## src/rtl/pipe_pkg.sv

```systemverilog
// Shared control types, opcode constants and RAW-match helper for the pipelined ARMv8 control path.
// No logic of its own; latency and backpressure are defined by the pipe_* modules that import it.
// Imported by pipe_hazard_unit and pipe_control.
package pipe_pkg;

    localparam int OPC_W   = 11;
    localparam int REG_AW  = 5;
    localparam int ALUOP_W = 2;

    localparam logic [REG_AW-1:0] ZR_IDX = 5'd31;

    localparam logic [ALUOP_W-1:0] ALUOP_MEM   = 2'b00;
    localparam logic [ALUOP_W-1:0] ALUOP_CBZ   = 2'b01;
    localparam logic [ALUOP_W-1:0] ALUOP_RTYPE = 2'b10;

    localparam logic [OPC_W-1:0] OPC_LDUR = 11'b11111000010;
    localparam logic [OPC_W-1:0] OPC_STUR = 11'b11111000000;
    localparam logic [OPC_W-1:0] OPC_ADD  = 11'b10001011000;
    localparam logic [OPC_W-1:0] OPC_SUB  = 11'b11001011000;
    localparam logic [OPC_W-1:0] OPC_AND  = 11'b10001010000;
    localparam logic [OPC_W-1:0] OPC_ORR  = 11'b10101010000;
    localparam logic [OPC_W-1:0] OPC_LSL  = 11'b11010011011;
    localparam logic [OPC_W-1:0] OPC_LSR  = 11'b11010011010;
    // CBZ and B carry immediate bits in the low opcode field; only the fixed prefix decodes.
    localparam logic [7:0] OPC_CBZ_HI = 8'b10110100;
    localparam logic [5:0] OPC_B_HI   = 6'b000101;

    typedef struct packed {
        logic               reg2loc;
        logic               alu_src;
        logic [ALUOP_W-1:0] aluop;
        logic               mem_read;
        logic               mem_write;
        logic               branch;
        logic               ubranch;
        logic               reg_write;
        logic               mem2reg;
    } ctrl_t;

    localparam ctrl_t CTRL_NOP = '0;

    typedef struct packed {
        ctrl_t             ctrl;
        logic [REG_AW-1:0] rd;
    } stage_t;

    function automatic logic raw_match(input logic [REG_AW-1:0] src, input logic used,
                                       input logic [REG_AW-1:0] rd, input logic wr);
        return used && wr && (src == rd) && (rd != ZR_IDX);
    endfunction

endpackage

```

## src/rtl/pipe_hazard_unit.sv

```systemverilog
// RAW hazard detection: stall request and, with PIPE_FWD_EN, EX-stage forward selects.
// Purely combinational, zero latency.
// Stall is the only backpressure; with PIPE_FWD_EN only load-use stalls.
module pipe_hazard_unit
    import pipe_pkg::*;
(
    input  logic [REG_AW-1:0] id_rn,
    input  logic [REG_AW-1:0] id_rm2,
    input  logic              id_use_rn,
    input  logic              id_use_rm,
    input  logic [REG_AW-1:0] ex_rd,
    input  logic              ex_reg_write,
    input  logic [REG_AW-1:0] mem_rd,
    input  logic              mem_reg_write,
`ifdef PIPE_FWD_EN
    input  logic              ex_mem_read,
    input  logic [REG_AW-1:0] ex_rn,
    input  logic [REG_AW-1:0] ex_rm2,
    input  logic              ex_use_rn,
    input  logic              ex_use_rm,
    input  logic [REG_AW-1:0] wb_rd,
    input  logic              wb_reg_write,
    output logic [1:0]        fwd_a,
    output logic [1:0]        fwd_b,
`endif
    output logic              stall
);

    logic id_dep_ex;
    assign id_dep_ex = raw_match(id_rn, id_use_rn, ex_rd, ex_reg_write)
                    || raw_match(id_rm2, id_use_rm, ex_rd, ex_reg_write);

`ifdef PIPE_FWD_EN
    assign stall = ex_mem_read && id_dep_ex;

    // EX/MEM holds the younger result, so it takes precedence over MEM/WB.
    always_comb begin
        fwd_a = 2'b00;
        fwd_b = 2'b00;
        if (raw_match(ex_rn, ex_use_rn, mem_rd, mem_reg_write))
            fwd_a = 2'b10;
        else if (raw_match(ex_rn, ex_use_rn, wb_rd, wb_reg_write))
            fwd_a = 2'b01;
        if (raw_match(ex_rm2, ex_use_rm, mem_rd, mem_reg_write))
            fwd_b = 2'b10;
        else if (raw_match(ex_rm2, ex_use_rm, wb_rd, wb_reg_write))
            fwd_b = 2'b01;
    end
`else
    // MEM/WB is not checked: the regfile writes in the first half-cycle, reads in the second.
    assign stall = id_dep_ex
                || raw_match(id_rn, id_use_rn, mem_rd, mem_reg_write)
                || raw_match(id_rm2, id_use_rm, mem_rd, mem_reg_write);
`endif

endmodule

```

## src/rtl/pipe_control.sv

```systemverilog
// ID-stage decode plus ID/EX, EX/MEM, MEM/WB control registers and stall/flush control (PIPE_FWD_EN adds forwarding).
// Decode and pc_write/ifid_write are combinational; each stage register adds one cycle.
// Stalls hold PC and IF/ID and inject one bubble per stalled cycle; flush overrides stall.
module pipe_control
    import pipe_pkg::*;
(
    input  logic               clk,
    input  logic               reset,
    input  logic               id_valid,
    input  logic [OPC_W-1:0]   id_opcode,
    input  logic [REG_AW-1:0]  id_rn,
    input  logic [REG_AW-1:0]  id_rm,
    input  logic [REG_AW-1:0]  id_rd,
    input  logic               flush,
    output logic               reg2loc,
    output logic               pc_write,
    output logic               ifid_write,
    output logic               ex_alu_src,
    output logic [ALUOP_W-1:0] ex_aluop,
    output logic [REG_AW-1:0]  ex_rd,
    output logic               mem_read,
    output logic               mem_write,
    output logic               mem_branch,
    output logic               mem_ubranch,
    output logic               wb_reg_write,
    output logic               wb_mem2reg,
    output logic [REG_AW-1:0]  wb_rd
`ifdef PIPE_FWD_EN
    ,
    output logic [1:0]         fwd_a,
    output logic [1:0]         fwd_b
`endif
);

    ctrl_t             dec;
    logic              dec_known;
    logic              use_rn;
    logic              use_rm;
    logic [REG_AW-1:0] src2;
    logic              stall;
    stage_t            id_stage;
    stage_t            idex;
    stage_t            exmem;
    stage_t            memwb;

    always_comb begin
        dec       = CTRL_NOP;
        dec_known = 1'b1;
        use_rn    = 1'b0;
        use_rm    = 1'b0;
        casez (id_opcode)
            OPC_LDUR: begin
                dec.alu_src   = 1'b1;
                dec.mem2reg   = 1'b1;
                dec.reg_write = 1'b1;
                dec.mem_read  = 1'b1;
                dec.aluop     = ALUOP_MEM;
                use_rn        = 1'b1;
            end
            OPC_STUR: begin
                dec.reg2loc   = 1'b1;
                dec.alu_src   = 1'b1;
                dec.mem_write = 1'b1;
                dec.aluop     = ALUOP_MEM;
                use_rn        = 1'b1;
                use_rm        = 1'b1;
            end
            {OPC_CBZ_HI, 3'b???}: begin
                dec.reg2loc = 1'b1;
                dec.branch  = 1'b1;
                dec.aluop   = ALUOP_CBZ;
                use_rm      = 1'b1;
            end
            {OPC_B_HI, 5'b?????}: begin
                dec.ubranch = 1'b1;
            end
            OPC_ADD, OPC_SUB, OPC_AND, OPC_ORR, OPC_LSL, OPC_LSR: begin
                dec.reg_write = 1'b1;
                dec.aluop     = ALUOP_RTYPE;
                use_rn        = 1'b1;
                use_rm        = 1'b1;
            end
            default: dec_known = 1'b0;
        endcase
        if (!id_valid) begin
            dec       = CTRL_NOP;
            dec_known = 1'b0;
            use_rn    = 1'b0;
            use_rm    = 1'b0;
        end
    end

    assign reg2loc = dec.reg2loc;
    assign src2    = dec.reg2loc ? id_rd : id_rm;

    // Bubbles carry rd = 0 so a dead slot never looks like a writer.
    always_comb begin
        id_stage.ctrl = dec;
        id_stage.rd   = dec_known ? id_rd : '0;
    end

`ifdef PIPE_FWD_EN
    logic [REG_AW-1:0] idex_rn;
    logic [REG_AW-1:0] idex_rm2;
    logic              idex_use_rn;
    logic              idex_use_rm;

    always_ff @(posedge clk) begin
        if (reset || flush || stall) begin
            idex_rn     <= '0;
            idex_rm2    <= '0;
            idex_use_rn <= 1'b0;
            idex_use_rm <= 1'b0;
        end else begin
            idex_rn     <= id_rn;
            idex_rm2    <= src2;
            idex_use_rn <= use_rn;
            idex_use_rm <= use_rm;
        end
    end
`endif

    pipe_hazard_unit u_hazard (
        .id_rn         (id_rn),
        .id_rm2        (src2),
        .id_use_rn     (use_rn),
        .id_use_rm     (use_rm),
        .ex_rd         (idex.rd),
        .ex_reg_write  (idex.ctrl.reg_write),
        .mem_rd        (exmem.rd),
        .mem_reg_write (exmem.ctrl.reg_write),
`ifdef PIPE_FWD_EN
        .ex_mem_read   (idex.ctrl.mem_read),
        .ex_rn         (idex_rn),
        .ex_rm2        (idex_rm2),
        .ex_use_rn     (idex_use_rn),
        .ex_use_rm     (idex_use_rm),
        .wb_rd         (memwb.rd),
        .wb_reg_write  (memwb.ctrl.reg_write),
        .fwd_a         (fwd_a),
        .fwd_b         (fwd_b),
`endif
        .stall         (stall)
    );

    always_ff @(posedge clk) begin
        if (reset) begin
            idex  <= '0;
            exmem <= '0;
            memwb <= '0;
        end else begin
            memwb <= exmem;
            exmem <= flush ? '0 : idex;
            idex  <= (flush || stall) ? '0 : id_stage;
        end
    end

    assign pc_write   = reset || flush || !stall;
    assign ifid_write = reset || flush || !stall;

    assign ex_alu_src   = idex.ctrl.alu_src;
    assign ex_aluop     = idex.ctrl.aluop;
    assign ex_rd        = idex.rd;
    assign mem_read     = exmem.ctrl.mem_read;
    assign mem_write    = exmem.ctrl.mem_write;
    assign mem_branch   = exmem.ctrl.branch;
    assign mem_ubranch  = exmem.ctrl.ubranch;
    assign wb_reg_write = memwb.ctrl.reg_write;
    assign wb_mem2reg   = memwb.ctrl.mem2reg;
    assign wb_rd        = memwb.rd;

    logic unused_wb_ctrl;
    assign unused_wb_ctrl = ^{memwb.ctrl.reg2loc, memwb.ctrl.alu_src, memwb.ctrl.aluop,
                              memwb.ctrl.mem_read, memwb.ctrl.mem_write,
                              memwb.ctrl.branch, memwb.ctrl.ubranch};

endmodule

```

## config.mk

```make
export PLATFORM = sky130hd
export DESIGN_NAME = pipe_control
export DESIGN_NICKNAME = d
export VERILOG_FILES = /design/src/rtl/pipe_pkg.sv /design/src/rtl/pipe_hazard_unit.sv /design/src/rtl/pipe_control.sv
export SDC_FILE = /design/constraint.sdc
export NUM_CORES = 1
export LEC_CHECK = 0
export CAP_MARGIN = 10
export CORE_MARGIN = 2
export CORE_UTILIZATION = 40
export DETAILED_ROUTE_END_ITERATION = 8
export MAX_ROUTING_LAYER = met4
export PLACE_DENSITY = 0.7
export SLEW_MARGIN = 0
export SYNTH_ARGS = -nofsm -noshare
export SYNTH_HDL_FRONTEND = slang
export SYNTH_SLANG_ARGS = --single-unit
```

## constraint.sdc

```tcl
create_clock -name clk -period 6 [get_ports clk]
set_clock_uncertainty 0.15 [all_clocks]
set_input_delay 0.9 -clock clk [delete_from_list [all_inputs] [get_ports clk]]
set_output_delay 0.9 -clock clk [all_outputs]
set_load 0.02 [all_outputs]
```

# Word level (Yosys, flattened, before mapping)

Cells that the tools add are included.

Register bits: 30
Latch bits: 0
Memory bits (writable): 0
ROM bits: 0
Input bits: 30
Word-level logic and storage cells: 80
Memories kept: 0

$add $sub $neg: 0
$mul: 0
Divide/modulo/power cells: 0
Magnitude comparators: 0
Equal/unequal tests: 16
Shift-type cells: 0
Mux-type cells: 16
Bitwise gates (word level): 2
Reductions and logical operators: 29

Operator list:

| operator                                            | number |
|---|---|
| equality test 11 bit, second input constant         | 8 |
| equality test 5 bit                                 | 4 |
| OR reduction 8 bit                                  | 2 |
| two-way mux 1 bit                                   | 13 |
| logical AND 1 bit                                   | 12 |
| two-way mux 10 bit                                  | 1 |
| inequality test 5 bit, second input constant        | 2 |
| OR reduction 10 bit                                 | 1 |
| equality test 8 bit, second input constant          | 1 |
| OR reduction 7 bit                                  | 1 |
| equality test 6 x 3 -> 1 bit, second input constant | 1 |
| logical OR 1 bit                                    | 6 |
| OR reduction 2 bit                                  | 3 |
| OR reduction 3 bit                                  | 2 |
| OR reduction 6 bit                                  | 1 |
| two-way mux 5 bit                                   | 1 |
| case mux 2 bit (2 select lines)                     | 1 |
| inverter 1 bit                                      | 2 |
| logical NOT 1 bit                                   | 1 |

# Longest topological paths before layout

Word-level depth: 13
Depth in mapped cells: 9

# Modules after synthesis

Synthesis repeated with hierarchy kept, for this count alone.

Cell total of the unflattened synthesis: 136
Area total of the unflattened synthesis: 1361.3 sq um

Modules (own cells, without submodules):

| module           | times used | cells each | area each (sq um) | seq. area each (sq um) |
|---|---|---|---|---|
| pipe_control     | 1          | 101        | 1091.0            | 600.6 |
| pipe_hazard_unit | 1          | 35         | 270.3             | 0.0 |

# Worst setup path before layout

No wires, ideal clock.

Path kind: input-to-output
Start: in id_opcode[7]
End: out pc_write
Data arrival time: 2.872 ns
Required time: 4.950 ns
Setup slack: 2.078 ns
Stages on the path: 8
Cell sequence: or4b_1 a2111o_1 o21a_1 a2111oi_2 o211ai_1 o211ai_1 nand2_1 buf_4

Longest elaborated chain between the ends: 13
Elaborated cells on any way between the ends: 38
Classes of those cells: eq/ne (11); mux (7); reduce/logical (20)

Ends and longest elaborated chain:

| what                                                        | line                   | text |
|---|---|---|
| from (decl)                                                 | pipe_control.sv:10     | `input logic [OPC_W-1:0] id_opcode,` |
| equality test 11 bit or equality test 8 bit (tied branches) | pipe_control.sv:51     | `casez (id_opcode)` |
| OR reduction 2 bit (no line)                                | n/a                    |  |
| two-way mux 1 bit                                           | pipe_control.sv:51     |  |
| two-way mux 10 bit                                          | pipe_control.sv:85     | `if (!id_valid) begin` |
| two-way mux 5 bit                                           | pipe_control.sv:94     | `assign src2 = dec.reg2loc ? id_rd : id_rm;` |
| equality test 5 bit                                         | pipe_pkg.sv:49         | `return used && wr && (src == rd) && (rd != ZR_IDX);` |
| logical AND 1 bit (2 in series)                             | pipe_pkg.sv:49         |  |
| logical OR 1 bit                                            | pipe_hazard_unit.sv:31 | `\|\| raw_match(id_rm2, id_use_rm, ex_rd, ex_reg_write);` |
| logical OR 1 bit                                            | pipe_hazard_unit.sv:52 | `\|\| raw_match(id_rn, id_use_rn, mem_rd, mem_reg_write)` |
| logical OR 1 bit *                                          | pipe_hazard_unit.sv:53 | `\|\| raw_match(id_rm2, id_use_rm, mem_rd, mem_reg_write);` |
| logical NOT 1 bit *                                         | n/a                    |  |
| logical OR 1 bit *                                          | n/a                    |  |
| to (decl)                                                   | pipe_control.sv:16     | `output logic pc_write,` |

Every way passes the cells marked *; elsewhere a longest branch is shown, timed or not.

# Final worst setup path

Start: in id_opcode[1]
End: out ifid_write

Longest elaborated chain between the ends: 13
Elaborated cells on any way between the ends: 37
Classes of those cells: eq/ne (10); mux (7); reduce/logical (20)

Ends and longest elaborated chain:

| what                            | line                   | text |
|---|---|---|
| equality test 11 bit            | pipe_control.sv:51     |  |
| OR reduction 2 bit (no line)    | n/a                    |  |
| two-way mux 1 bit               | pipe_control.sv:51     |  |
| two-way mux 10 bit              | pipe_control.sv:85     |  |
| two-way mux 5 bit               | pipe_control.sv:94     |  |
| equality test 5 bit             | pipe_pkg.sv:49         |  |
| logical AND 1 bit (2 in series) | pipe_pkg.sv:49         |  |
| logical OR 1 bit                | pipe_hazard_unit.sv:31 |  |
| logical OR 1 bit                | pipe_hazard_unit.sv:52 |  |
| logical OR 1 bit *              | pipe_hazard_unit.sv:53 |  |
| logical NOT 1 bit *             | pipe_control.sv:159    | `assign ifid_write = reset \|\| flush \|\| !stall;` |
| logical OR 1 bit *              | pipe_control.sv:159    |  |
| to (decl)                       | pipe_control.sv:17     | `output logic ifid_write,` |

Marks and branches as above.

==> results.sh <==
export IMPL_post_cts_resized=0
export IMPL_fin_area_um2=2132
export IMPL_rows=22
export IMPL_cts_sinks=30
export IMPL_grt_pass1_vias=1275
export IMPL_dpl_cell_area_um2=2041
export IMPL_syn_instance_count=182
export IMPL_rsz0062_at_grt="no"
export IMPL_cp_slowest_cell="clkdlybuf4s50_1"
export IMPL_crit_type="primary input to output pin"
export IMPL_drt_initial_drc_count=64
export IMPL_synth_seq_cells=30
export IMPL_ys_warn_count=0
export IMPL_drc_errors=0
export IMPL_start_kind="primary input"
export IMPL_antenna_found_initial=0
export IMPL_period_needed_ns=4.845
export IMPL_cts_tree="built"
export IMPL_port_buffers=51
export IMPL_netlist_area_um2=1546
export IMPL_power_density_nw_per_um2=192.2
export IMPL_synth_edf_count=0
export IMPL_finalMaxSlewViolations=0
export IMPL_post_route_cells_drive_above_1_share_pct=6.522
export IMPL_track_usage_pct=18.67
export IMPL_postCtsHoldBufs=0
export IMPL_grt_max_degree=13
export IMPL_routedWlPerCell_um=13.12
export IMPL_cts_buffer_depth=2
export IMPL_clock_latency_ns=0.28
export IMPL_antenna_cells=0
export IMPL_r2r_start="exmem[2]"
export IMPL_io_pins=52
export IMPL_synth_cell_types=47
export IMPL_r2r_end="idex[5]"
export IMPL_power_leakage_nw=0.7404
export IMPL_min_delay_start="idex[8]"
export IMPL_fin_util_pct=57.80
export IMPL_r2r_cells=6
export IMPL_wl_um=3648
export IMPL_yosysSeqAreaShare_pct=38.83
export IMPL_ff2ff_setup_slack_ns=3.90
export IMPL_start_util_pct=41.93
export IMPL_tns_ns=0
export IMPL_dieArea_um2=4380
export IMPL_hp_class="flop to flop"
export IMPL_worstPathArrival_ns=3.79
export IMPL_die_height_um=66.18
export IMPL_final_nets=259
export IMPL_cts_root_buf="clkbuf_8"
export IMPL_htree_levels=2
export IMPL_cts_clk_slew_worst_paths_ns=0.06
export IMPL_cts_inserted_buffers=5
export IMPL_gr_total_overflow=0
export IMPL_crit_chain="clkdlybuf4s50_1, or4b_1, a2111o_1, o21a_1, a2111oi_2, o211ai_1, o211ai_1, nand2_1, clkdlybuf4s50_1"
export IMPL_die_w_um=66.18
export IMPL_outcome="finished, final reports clean"
export IMPL_power_mw=0.4098
export IMPL_avgSynthCellArea_um2=8.497
export IMPL_crit_buf_inv=2
export IMPL_cts_setup_buffers=0
export IMPL_final_cell_mix="51 x clkdlybuf4s50_1, 30 x dfxtp_1, 18 x nand2_1"
export IMPL_final_common_cell="clkdlybuf4s50_1"
export IMPL_viasPerCell=5.076
export IMPL_cp_max_fo=7
export IMPL_fin_crit_sh_pct=80.75
export IMPL_finalSetupViolCount=0
export IMPL_finalHoldViolCount=0
export IMPL_slew_headroom_pct=61.25
export IMPL_synth_nets=212
export IMPL_synth_main_ff_cell="dfxtp_1"
export IMPL_min_to="mem_branch"
export IMPL_tightest_slew_ns=0.5795
export IMPL_crit_family="compound AO/OA/AOI/OAI gates"
export IMPL_core_um2=3689
export IMPL_endpoint_kind="output pin"
export IMPL_async_flop_share_pct=0
export IMPL_ir_drop_mv=0.09410
export IMPL_whs_path_depth=1
export IMPL_area_growth_pct=37.86
export IMPL_cap_viol_max_count=0
export IMPL_firstDrtPassIters=5
export IMPL_grt_pass1_wl_um=5982
export IMPL_fmaxAchievable_mhz=206.4
export IMPL_cp_required_ns=4.95
export IMPL_num_vias=1411
export IMPL_antenna_left=0
export IMPL_hpwl_um=2831
export IMPL_cpPeakStageDelay_ns=0.58
export IMPL_place_congestion=0.8789
layer usage:
metal / up-vias / part of all wire, % / GRT usage, % / wire (um)
met1: 630 / 48 / 23.53 / 1762
met4: 0 / 1.6 / 7.908 / 57
met2: 53 / 45 / 28.25 / 1625
met5: - / 0 / - / 0
li1: 724 / - / - / -
met3: 4 / 5.6 / 4.940 / 203
worst max-delay path by stage:
stage                 startpoint    endpoint  slack (ns)  cells after the start
global placement    id_opcode[1]    pc_write        1.24                      9
detailed placement  id_opcode[1]  ifid_write        1.14                      9
floorplan           id_opcode[7]    pc_write        2.08                      8
CTS                 id_opcode[1]  ifid_write        1.14                      9
finish              id_opcode[1]  ifid_write        1.16                      9
global route        id_opcode[1]  ifid_write        0.96                      9
layout make-up:
| class | count | area, um2 |
|---|---|---|
| timing repair buffer | 52 | 518.0 |
| fill | 355 | 1556 |
| clock buffer | 7 | 86.33 |
| tap | 48 | 60.06 |
| sequential | 30 | 600.6 |
| inverter | 10 | 37.54 |
| clock inverter | 1 | 5.005 |
| multi-input combinational | 130 | 824.5 |
worst register-to-register path, stage by stage, from the launching register on:
cell       delay [ns]
dfxtp_1          0.47
xnor2_1          0.17
o221ai_1         0.12
o21ai_0          0.22
o2111ai_1        0.19
o211ai_2         0.54
nor2_1           0.11
where the power goes:
| group | switching [mW] | leakage (nW) | internal (mW) |
|---|---|---|---|
| Combinational | 0.0193 | 0.451 | 0.0259 |
| Sequential | 0.0000850 | 0.241 | 0.199 |
| Clock | 0.0730 | 0.0482 | 0.0923 |
kinds of logic (layout without fill, tap and decap cells):
| group | count (synthesis) | count (layout) | synth area share, % |
|---|---|---|---|
| buffers and inverters | 22 | 70 | 7.848 |
| xor gates and xnor gates | 14 | 14 | 7.929 |
| DFF | 30 | 30 | 38.84 |
| muxes | 2 | 2 | 1.375 |
| AOI/OAI and AO/OA | 37 | 37 | 18.04 |
| and+or+nand+nor | 77 | 77 | 25.97 |
flip-flops by register name (all words and copies together) (netlist names):
register / flops
mem_ubranch: 1
wb_rd: 5
idex: 5
ex_rd: 5
wb_reg_write: 1
wb_mem2reg: 1
ex_aluop: 2
exmem: 7
mem_write: 1
mem_branch: 1
ex_alu_src: 1
cell usage after synthesis (2+ instances only):
master / count / area, um2
dfxtp_1: 30 / 600.6
nand2_1: 18 / 67.56
nor2_1: 15 / 56.30
xor2_1: 11 / 96.34
inv_1: 10 / 37.54
and2_1: 9 / 56.30
nor3_1: 9 / 45.04
buf_4: 8 / 60.06
nor2b_1: 7 / 43.79
o21ai_0: 6 / 30.03
nand3_1: 5 / 25.02
a21oi_1: 4 / 20.02
o22ai_1: 4 / 25.02
o221ai_1: 3 / 26.28
or2_2: 3 / 18.77
xnor2_1: 3 / 26.28
a211oi_1: 2 / 15.01
clkbuf_1: 2 / 7.510
nand2b_1: 2 / 12.51
nand4b_1: 2 / 17.52
o211ai_1: 2 / 15.01
o21a_1: 2 / 15.01
stage by stage:
stage / std cells / hold WS (ns) / setup WS [ns]
6_report: 278 / 0.2760 / 1.155
3_5_place_dp: 270 / 0.2635 / 1.140
5_1_grt: 278 / 0.2910 / 0.9640
4_1_cts: 278 / 0.2790 / 1.137
3_3_place_gp: 270 / 0.2657 / 1.243
2_1_floorplan: 182 / 0.2557 / 2.078
Power figures use the tool's default switching activity.
